## src/rtl/lsu_bus_if.sv

```systemverilog
// Load/store unit bus interface: runs a req/gnt/rvalid access per memory instruction,
// formats store lanes and load results, and stalls the core until the access retires.
module lsu_bus_if #(
    parameter int unsigned TIMEOUT = 255
) (
    input  logic        clk_i,
    input  logic        rstn_i,
    input  logic        lsu_req_i,
    input  logic        lsu_we_i,
    input  logic [2:0]  lsu_size_i,
    input  logic [31:0] lsu_addr_i,
    input  logic [31:0] lsu_wdata_i,
    output logic [31:0] lsu_data_o,
    output logic        lsu_stall_o,
    output logic        lsu_err_o,
    output logic        data_req_o,
    output logic        data_we_o,
    output logic [3:0]  data_be_o,
    output logic [31:0] data_addr_o,
    output logic [31:0] data_wdata_o,
    input  logic        data_gnt_i,
    input  logic        data_rvalid_i,
    input  logic [31:0] data_rdata_i
);

    typedef enum logic [1:0] {StIdle, StReq, StWaitRv, StDone} state_e;

    state_e      state_q, state_d;
    logic [31:0] addr_q, addr_d;
    logic [31:0] wdata_q, wdata_d;
    logic [31:0] data_q, data_d;
    logic [31:0] cnt_q, cnt_d;
    logic [3:0]  be_q, be_d;
    logic [2:0]  size_q, size_d;
    logic [1:0]  off_q, off_d;
    logic        we_q, we_d;
    logic        err_q, err_d;

    logic        legal;
    logic [3:0]  be_new;
    logic [31:0] wdata_new;
    logic [31:0] load_fmt;
    logic [7:0]  ld_byte;
    logic [15:0] ld_half;
    logic        timeout_hit;

    // Request legality and lane formatting of the incoming instruction.
    always_comb begin
        legal = 1'b1;
        unique case (lsu_size_i)
            3'd0:       legal = 1'b1;
            3'd1:       legal = ~lsu_addr_i[0];
            3'd2:       legal = (lsu_addr_i[1:0] == 2'b00);
            3'd4:       legal = ~lsu_we_i;
            3'd5:       legal = ~lsu_we_i & ~lsu_addr_i[0];
            default:    legal = 1'b0;
        endcase

        be_new    = 4'b1111;
        wdata_new = lsu_wdata_i;
        unique case (lsu_size_i[1:0])
            2'd0: begin
                be_new    = 4'b0001 << lsu_addr_i[1:0];
                wdata_new = {4{lsu_wdata_i[7:0]}};
            end
            2'd1: begin
                be_new    = 4'b0011 << lsu_addr_i[1:0];
                wdata_new = {2{lsu_wdata_i[15:0]}};
            end
            default: begin
                be_new    = 4'b1111;
                wdata_new = lsu_wdata_i;
            end
        endcase
    end

    // Load result extraction from the captured byte offset and size.
    always_comb begin
        ld_byte = 8'h00;
        unique case (off_q)
            2'd0:    ld_byte = data_rdata_i[7:0];
            2'd1:    ld_byte = data_rdata_i[15:8];
            2'd2:    ld_byte = data_rdata_i[23:16];
            default: ld_byte = data_rdata_i[31:24];
        endcase
        ld_half = off_q[1] ? data_rdata_i[31:16] : data_rdata_i[15:0];

        unique case (size_q)
            3'd0:    load_fmt = {{24{ld_byte[7]}}, ld_byte};
            3'd4:    load_fmt = {24'h000000, ld_byte};
            3'd1:    load_fmt = {{16{ld_half[15]}}, ld_half};
            3'd5:    load_fmt = {16'h0000, ld_half};
            default: load_fmt = data_rdata_i;
        endcase
    end

    assign timeout_hit = (TIMEOUT != 0) && ((cnt_q + 32'd1) == 32'(TIMEOUT));

    always_comb begin
        state_d = state_q;
        addr_d  = addr_q;
        wdata_d = wdata_q;
        data_d  = data_q;
        cnt_d   = cnt_q;
        be_d    = be_q;
        size_d  = size_q;
        off_d   = off_q;
        we_d    = we_q;
        err_d   = 1'b0;

        unique case (state_q)
            StIdle: begin
                if (lsu_req_i) begin
                    if (legal) begin
                        addr_d  = {lsu_addr_i[31:2], 2'b00};
                        wdata_d = wdata_new;
                        be_d    = be_new;
                        we_d    = lsu_we_i;
                        size_d  = lsu_size_i;
                        off_d   = lsu_addr_i[1:0];
                        cnt_d   = 32'd0;
                        state_d = StReq;
                    end else begin
                        err_d   = 1'b1;
                        state_d = StDone;
                    end
                end
            end
            StReq: begin
                if (data_gnt_i) begin
                    cnt_d   = 32'd0;
                    state_d = we_q ? StDone : StWaitRv;
                end else if (timeout_hit) begin
                    err_d   = 1'b1;
                    state_d = StDone;
                end else begin
                    cnt_d = cnt_q + 32'd1;
                end
            end
            StWaitRv: begin
                if (data_rvalid_i) begin
                    data_d  = load_fmt;
                    state_d = StDone;
                end else if (timeout_hit) begin
                    err_d   = 1'b1;
                    state_d = StDone;
                end else begin
                    cnt_d = cnt_q + 32'd1;
                end
            end
            default: state_d = StIdle;
        endcase
    end

    always_ff @(posedge clk_i or negedge rstn_i) begin
        if (!rstn_i) begin
            state_q <= StIdle;
            addr_q  <= 32'd0;
            wdata_q <= 32'd0;
            data_q  <= 32'd0;
            cnt_q   <= 32'd0;
            be_q    <= 4'd0;
            size_q  <= 3'd0;
            off_q   <= 2'd0;
            we_q    <= 1'b0;
            err_q   <= 1'b0;
        end else begin
            state_q <= state_d;
            addr_q  <= addr_d;
            wdata_q <= wdata_d;
            data_q  <= data_d;
            cnt_q   <= cnt_d;
            be_q    <= be_d;
            size_q  <= size_d;
            off_q   <= off_d;
            we_q    <= we_d;
            err_q   <= err_d;
        end
    end

    assign lsu_stall_o  = lsu_req_i & (state_q != StDone);
    assign lsu_err_o    = err_q & (state_q == StDone);
    assign lsu_data_o   = data_q;
    assign data_req_o   = (state_q == StReq);
    assign data_we_o    = we_q;
    assign data_be_o    = be_q;
    assign data_addr_o  = addr_q;
    assign data_wdata_o = wdata_q;

endmodule

```

## config.mk

```make
export PLATFORM = sky130hd
export DESIGN_NAME = lsu_bus_if
export DESIGN_NICKNAME = d
export VERILOG_FILES = /design/src/rtl/lsu_bus_if.sv
export SDC_FILE = /design/constraint.sdc
export NUM_CORES = 1
export LEC_CHECK = 0
export BUFFER_PORTS_ARGS = -buffer_cell sky130_fd_sc_hd__buf_2
export CORE_UTILIZATION = 54
export CTS_BUF_LIST = sky130_fd_sc_hd__clkbuf_2 sky130_fd_sc_hd__clkbuf_4 sky130_fd_sc_hd__clkbuf_8
export CTS_CLUSTER_SIZE = 25
export DETAILED_ROUTE_END_ITERATION = 16
export PLACE_DENSITY = 0.82
export SYNTH_ARGS = -nofsm -noshare
export SYNTH_HDL_FRONTEND = slang
export SYNTH_SLANG_ARGS = --single-unit
```

## constraint.sdc

```tcl
create_clock -name clk_i -period 5.6 [get_ports clk_i]
set_input_delay 1.12 -clock clk_i [delete_from_list [all_inputs] [get_ports clk_i]]
set_output_delay 1.12 -clock clk_i [all_outputs]
set_load 0.01 [all_outputs]
```

==> flow_summary.toml, run 1 <==
[timing]
setup_tns_ns = 0
fin_skew_ns = 0.00908
setup_viol = 0
hold_viol_final = 0
slew_headroom = 0.238
max_freq_mhz = 256
worstMarginPinSlew_ns = 1.14
drv_slew = 0
fin_crit_sh = 0.698
grt_setup_unrepaired = "false"
final.min_clock_period_ns = 3.91

[global_route]
antenna_found_initial = 0
grt_pass1_wl_microns = 30700
grt_pass1_vias = 6203
track_usage = 0.275
grt-ovfl-total = 0
grt_max_degree = 101

[cells_and_area]
antennaDiodeCount = 0
area_delta_synth_final_pct = 18.8
drive_above_1_share = 0.326
final_cells = 1134
fin_nets = 1060

[floorplanning]
die_w_microns = 119
ios = 209
die_h_microns = 119
initial_utilization = 0.555
row_count = 42
fp.coreArea_sq_mm = 0.0133
die_area_sq_mm = 0.0141

[synth]
syn_avg_cell_area_sq_um = 9.49
synthAdderAreaFrac = 0.0119
synth_xor_area_frac = 0.0166
muxShareOfSynthArea = 0.119
synthDistinctLibCells = 64
synth-compound-area-share = 0.153
synth_most_common_cell = "dfrtp_1"
post-synth-top-area-cell = "dfrtp_1"
synth_top_family_by_area = "simple AND/OR/NAND/NOR gates"
synth_warnings = 0
ys_top_cells_by_count = "dfrtp_1 (139), nand2_1 (94), o21ai_0 (71)"
ys_seq_area_frac = 0.472
postSynthCellCount = 777
synth-main-ff-cell = "dfrtp_1"
synth_top_area_frac = 0.472
netlist_area_sq_mm = 0.00738
synth_simple_gate_area_share = 0.182
ys_seq_elements = 139
synthArstFlopShare = 1.00
synth_edf_count = 0
yosys-top-cells-area = "dfrtp_1 (47%), mux2_2 (7.2%), o21ai_0 (4.8%)"

[worst_setup_path]
required_ns = 5.96
cp_data_arrival_time_ns = 4.27
start_kind = "flip-flop"
crit_type = "reg -> reg"
rrSetupSlack_ns = 1.69
worst-r2r-cell-count = 8
critPathCaptureType = "flip-flop"
r2r-end = "cnt_q[7]"
rr_startpoint = "cnt_q[2]"
crit_fanout = 27

[placed_design]
dp.cells = 1105
port_buffers = 206
routabilityCongestion = 0.915
dp_hpwl_microns = 13300

[detailed_routing]
drt_iter0_markers = 403
wl_per_cell_microns = 16.6
routed-via-count = 6503
detail-route-antenna-nets = 0
finalWirelength_microns = 18800
drt_first_pass_iters = 7
drc = 0
vias_per_cell = 5.73

[job]
drv_cap = 0

[pwr]
ir_worst_vdd_mv = 0.287
powerDensity_mw_per_mm2 = 473
p_leak_nw = 4.10

[worst_hold_path]
hold_start = "lsu_data_o[1]"
holdPathEnd = "lsu_data_o[1]"
hold_class = "reg -> reg"
min_path_cells = 2

[clock_network]
ctsResizeCount = 0
cts_tree = "done"
htree_levels = 4
clock_path_buffers = 2
clock_sinks = 139
clk_pin_slew_ns = 0.07
postCtsSetupBuffers = 0
ctsHoldBuffers = 0
clk_latency_ns = 0.46
cts-buffers-inserted = 17
clockRootBuffer = "clkbuf_8"

[status]
status = "complete, no violations"
final cells by class:
class,count,area [sq um]
clock buffer,22,290
timing repair buffer,212,1080
clock inverter,7,92.6
fill,1095,4530
inverter,8,30.0
tap,176,220
sequential,139,3480
multi-input combinational,570,3570
placed cells by master (no fill, tap or decap), types with 4 or more instances in the layout:
| master | count |
|---|---|
| buf_2 | 205 |
| dfrtp_1 | 139 |
| mux2i_1 | 35 |
| and3_1 | 9 |
| o21ai_0 | 71 |
| o31ai_1 | 8 |
| inv_1 | 8 |
| nand3_1 | 11 |
| nor3_1 | 10 |
| or3_2 | 6 |
| nor4_1 | 6 |
| nor2b_1 | 6 |
| and4_1 | 5 |
| a31oi_1 | 5 |
| a211oi_1 | 6 |
| ha_1 | 7 |
| nand4_1 | 20 |
| xnor2_1 | 11 |
| nor2_1 | 68 |
| clkbuf_8 | 20 |
| and2_1 | 9 |
| a21oi_1 | 67 |
| o31a_1 | 4 |
| o22ai_1 | 6 |
| mux2_2 | 47 |
| buf_4 | 6 |
| nand2_1 | 94 |
| or4_2 | 6 |
worst max-delay path, stage by stage (launching register included):
cell and delay (ns):
dfrtp_1 0.47, and4_1 0.40, nand4_1 0.51, nor4_1 0.75, mux2i_1 0.27, nor4_1 0.08, and2_1 0.43, or4_2 0.71
a21oi_1 0.17
how the worst max path moves through the flow:
stage / start / end / slack (ns) / depth (start not counted)
after floorplan: lsu_size_i[0] / cnt_q[14] / 2.60 / 9
after global placement: lsu_size_i[1] / cnt_q[2] / 1.92 / 8
after detailed placement: cnt_q[2] / cnt_q[10] / 1.80 / 8
after CTS: cnt_q[2] / cnt_q[7] / 1.77 / 8
after global routing: cnt_q[2] / cnt_q[7] / 1.40 / 8
final: cnt_q[2] / cnt_q[7] / 1.69 / 8
state kept, by name (all words and copies together) (netlist names), 2 cells and up:
name	flops
off_q	2
data_be_o	4
cnt_q	32
state_q	2
lsu_data_o	32
data_addr_o	30
size_q	3
data_wdata_o	32
power breakdown:
| group | internal [mW] | total (mW) | switching, mW |
|---|---|---|---|
| clock | 0.432 | 0.811 | 0.379 |
| combinational | 0.702 | 1.69 | 0.991 |
| sequential | 1.39 | 1.64 | 0.248 |
| total | 2.53 | 4.14 | 1.62 |
cell families after synthesis:
kind of cell / count (synthesis)
AOI/OAI and AO/OA: 193
buffers and inverters: 69
adders and majority gates: 7
muxes: 82
DFF: 139
and+or+nand+nor: 272
xor gates and xnor gates: 14
other: 1
per-stage QoR:
step	total power [mW]	setup WS [ns]	area (sq um)	hold WS, ns	utilization
2_1_floorplan	2.68	2.60	7380	0.486	-
5_1_grt	4.42	1.40	8760	0.498	0.659
6_report	4.14	1.69	8760	0.476	0.659
3_3_place_gp	3.28	1.92	8380	0.456	0.630
3_5_place_dp	3.34	1.80	8380	0.466	0.630
4_1_cts	4.15	1.77	8760	0.483	0.659
routing by layer:
| layer | vias up | GRT usage | wire [microns] |
|---|---|---|---|
| met2 | 237 | 0.428 | 8970 |
| met1 | 3094 | 0.356 | 7940 |
| met5 | - | 0 | 0 |
| met3 | 40 | 0.0852 | 1410 |
| li1 | 3132 | - | - |
| met4 | 0 | 0.115 | 505 |
Note: power is estimated with default switching activity, not from simulation.
==> run 2: changes to the inputs <==
clock period = 3.6 ns   (was 5.6 ns; I/O delays follow)
==> run 2 against run 1 <==
Die area did not move; largest power group unchanged; sequential cell count did not move; clock skew rose by 0.0057 ns; core utilization rose by 1.2 points; worst hold slack got worse by 0.16 ns; global-route usage rose by 0.99 points.
==> flow_summary.toml, run 2 (synthesis results as in run 1) <==
[worst_setup_path]
start_kind = "flip-flop"
cp_data_arrival_time_ns = 3.62
crit_type = "reg -> reg"
critPathCaptureType = "flip-flop"
required_ns = 3.98
crit_fanout = 27

[placed_design]
postPlaceCellArea_sq_mm = 0.00848
dp_hpwl_microns = 13700
routabilityCongestion = 0.904
dp.cells = 1115
port_buffers = 206

[pwr]
powerDensity_mw_per_mm2 = 749
p_leak_nw = 4.20
ir_worst_vdd_mv = 0.477

[floorplanning]
row_count = 42
die_h_microns = 119
ios = 209
die_area_sq_mm = 0.0141
initial_utilization = 0.555
die_w_microns = 119
fp.coreArea_sq_mm = 0.0133

[cells_and_area]
multi_input_area_sq_mm = 0.00357
regArea_sq_mm = 0.00348
fin_nets = 1070
drive_above_1_share = 0.334
final_cells = 1147
final_common_cell = "buf_2"
final_util = 0.671
mostFrequentLayoutCells = "buf_2 (205), dfrtp_1 (139), nand2_1 (94)"
fill_cells = 1036
area_delta_synth_final_pct = 20.9
fin_area_sq_mm = 0.00892

[status]
status = "complete, no violations"

[global_route]
grt-ovfl-total = 0
grt_pass1_vias = 6411
grt_use_met2 = 0.464
use_met1 = 0.352
grt_pass1_wl_microns = 31500
grt_max_degree = 101
use_met3 = 0.0795
antenna_found_initial = 1
grt_busiest_layer = "met2"
track_usage = 0.285

[timing]
setup_viol = 0
drv_slew = 0
fin_crit_sh = 0.901
fin_skew_ns = 0.0148
final.min_clock_period_ns = 3.24
slew_headroom = 0.446
grt_setup_unrepaired = "false"
worstMarginPinSlew_ns = 0.830
hold_viol_final = 0
setup_tns_ns = 0
max_freq_mhz = 308
whs_ns = 0.320

[clock_network]
clock_path_buffers = 2
clk_pin_slew_ns = 0.08
postCtsSetupBuffers = 0
ctsResizeCount = 0
clk_latency_ns = 0.46
ctsHoldBuffers = 0
cts_tree = "done"
clock_sinks = 139
clockRootBuffer = "clkbuf_8"
htree_levels = 4
cts-buffers-inserted = 17

[detailed_routing]
detail-route-antenna-nets = 0
drc = 0
drt_first_pass_iters = 5
routed-via-count = 6606
vias_per_cell = 5.76
drt_iter0_markers = 526
finalWirelength_microns = 19300
wl_per_cell_microns = 16.9

[worst_hold_path]
hold_class = "in -> async"

[job]
drv_cap = 0
==> run 2: cell types whose count changed in the layout (fill, tap and decap cells not counted), sizes merged <==
cell / delta
bufinv: +2
diode: +1
clkinv: +1
inv: +2
buf: +10
clkinvlp: -3
==> run 2: report_power, final <==
part           switching, mW  total, mW  internal [mW]
clock network          0.628       1.43          0.798
logic                   1.58       2.71           1.13
registers              0.384       2.55           2.16
total                   2.60       6.68           4.09
==> run 2: worst paths after layout <==
kind / slack [ns] / to / depth (start not counted) / start
min in group clk_i: 0.48 / lsu_data_o[5] / 2 / lsu_data_o[5]
setup / recovery: 0.36 / cnt_q[27] / 10 / cnt_q[1]
hold reg to reg: 0.48 / lsu_data_o[5] / 2 / lsu_data_o[5]
hold / removal: 0.32 / lsu_data_o[6] / 1 / rstn_i
setup reg to reg: 0.36 / cnt_q[27] / 10 / cnt_q[1]
max in group asynchronous: 2.49 / data_addr_o[21] / 2 / rstn_i
==> run 2: final cells by class <==
| cell class | count | area share |
|---|---|---|
| inverter | 8 | 0.00337 |
| antenna | 1 | 0.000281 |
| clock buffer | 22 | 0.0304 |
| multi-input combinational | 570 | 0.400 |
| sequential | 139 | 0.390 |
| timing repair buffer | 222 | 0.133 |
| clock inverter | 9 | 0.0184 |
| tap | 176 | 0.0247 |
==> run 2: layer usage <==
layer / share of wire / routed length [microns]
met5: 0 / 0
met4: 0.028 / 545
met3: 0.072 / 1390
met2: 0.49 / 9480
met1: 0.41 / 7920
==> run 2: critical path: stages, from the launching register on <==
cell     delay [ns]
dfrtp_1        0.46
ha_1           0.26
nand3_1        0.21
or3_1          0.48
nor3_1         0.32
o221a_2        0.26
nor4_2         0.05
and2_1         0.14
buf_4          0.20
or4_2          0.62
a21oi_1        0.15
==> run 2: stage by stage <==
| step | worst slack (ns) | power [mW] |
|---|---|---|
| 2_1_floorplan | 0.735 | 4.17 |
| 3_3_place_gp | 0.512 | 5.15 |
| 3_5_place_dp | 0.412 | 5.26 |
| 4_1_cts | 0.393 | 6.70 |
| 5_1_grt | 0.0395 | 7.10 |
| 6_report | 0.356 | 6.68 |
==> run 3: changes to the inputs <==
BUFFER_PORTS_ARGS = -buffer_cell sky130_fd_sc_hd__buf_4   (was -buffer_cell sky130_fd_sc_hd__buf_2)
==> run 3 against run 2 <==
Power grew 2.5%; global-route usage rose by 0.88 points; critical path depth is the same; core utilization increased by 3.4 points; sequential power up 2%.
==> flow_summary.toml, run 3 (synthesis results as in run 1) <==
[global_route]
grt-ovfl-total = 0
grt_max_degree = 101
grt_pass1_wl_microns = 32300
grt_pass1_vias = 6465
track_usage = 0.294
antenna_found_initial = 0

[cells_and_area]
drive_above_1_share = 0.335
final_util = 0.705
regArea_sq_mm = 0.00348
fin_nets = 1070
fill_cells = 1035
antennaDiodeCount = 0
fin_area_sq_mm = 0.00937
multi_input_area_sq_mm = 0.00357
area_delta_synth_final_pct = 27.0
final_common_cell = "buf_4"
mostFrequentLayoutCells = "buf_4 (219), dfrtp_1 (139), nand2_1 (94)"

[timing]
worstMarginPinSlew_ns = 0.955
worst_slack_ns = 0.360
final.min_clock_period_ns = 3.24
fin_skew_ns = 0.0147
drv_slew = 0
max_freq_mhz = 309
fin_crit_sh = 0.900
setup_tns_ns = 0
grt_setup_unrepaired = "false"
hold_viol_final = 0
setup_viol = 0
slew_headroom = 0.361

[worst_setup_path]
required_ns = 3.97
crit_fanout = 27
crit_type = "reg -> reg"
critPathCaptureType = "flip-flop"
cp_data_arrival_time_ns = 3.61
start_kind = "flip-flop"

[clock_network]
cts_tree = "done"
postCtsSetupBuffers = 0
clockRootBuffer = "clkbuf_8"
clk_pin_slew_ns = 0.08
ctsResizeCount = 0
clock_path_buffers = 2
htree_levels = 4
cts-buffers-inserted = 17
ctsHoldBuffers = 0
clk_latency_ns = 0.45
clock_sinks = 139

[detailed_routing]
vias_per_cell = 5.74
drt_first_pass_iters = 5
detail-route-antenna-nets = 0
drt_iter0_markers = 586
finalWirelength_microns = 20000
wl_per_cell_microns = 17.4
drc = 0
routed-via-count = 6583

[pwr]
ir_worst_vdd_mv = 0.488
powerDensity_mw_per_mm2 = 731
p_leak_nw = 4.32

[worst_hold_path]
hold_class = "in -> async"

[placed_design]
postPlaceCellArea_sq_mm = 0.00899
port_buffers = 206
place_ws_ns = 0.419
routabilityCongestion = 0.932
dp_hpwl_microns = 14100

[floorplanning]
initial_utilization = 0.555
die_area_sq_mm = 0.0141
ios = 209
die_h_microns = 119
row_count = 42
die_w_microns = 119
fp.coreArea_sq_mm = 0.0133

[status]
status = "complete, no violations"

[job]
drv_cap = 0
[run 3: changes by cell type in the layout (fill, tap and decap cells not counted), sizes merged]
cell / delta
clkinv: +1
inv: +2
clkinvlp: +3
clkbuf: -2
bufinv: -3
diode: -1
[run 3: layer usage]
layer	track usage	vias to the layer above	routed length (microns)
li1	-	3140	-
met4	0.102	0	412
met2	0.478	252	9790
met3	0.0967	32	1560
met1	0.366	3159	8190
met5	0	-	0
[run 3: final timing paths]
check | start | end | slack, ns | cells past startpoint
worst max-delay path | cnt_q[1] | cnt_q[1] | 0.36 | 10
max in group asynchronous | rstn_i | cnt_q[24] | 2.53 | 2
worst max register to register | cnt_q[1] | cnt_q[1] | 0.36 | 10
worst min-delay path | rstn_i | lsu_data_o[6] | 0.24 | 1
min in group clk_i | lsu_data_o[13] | lsu_data_o[13] | 0.49 | 2
worst min register to register | lsu_data_o[13] | lsu_data_o[13] | 0.49 | 2
[run 3: cell type report]
cell class                 count  area share
tap                          176      0.0235
inverter                       8     0.00321
timing repair buffer         222       0.181
clock inverter                12      0.0122
multi-input combinational    570       0.381
clock buffer                  20      0.0280
sequential                   139       0.371
[run 3: power by group]
group / total (mW) / internal, mW / switching (mW)
clock network: 1.22 / 0.587 / 0.634
logic: 3.04 / 1.46 / 1.58
registers: 2.59 / 2.16 / 0.430
total: 6.85 / 4.21 / 2.64
[run 3: through the flow]
step | power (mW) | hold WS (ns) | instances
global route | 7.28 | 0.273 | 1147
detailed placement | 5.62 | 0.472 | 1115
finish | 6.85 | 0.241 | 1147
CTS | 6.87 | 0.254 | 1147
global placement | 5.54 | 0.462 | 1115
floorplan | 4.17 | 0.424 | 778
[run 3: critical path, cell delays in order (launching register included)]
cell and delay [ns]:
dfrtp_1 0.45, ha_1 0.25, nand3_1 0.20, or4_2 0.74
nor4_1 0.26, o22ai_1 0.12, nor4_1 0.39, and2_1 0.19
buf_4 0.25, nor2_1 0.09, a211oi_2 0.21
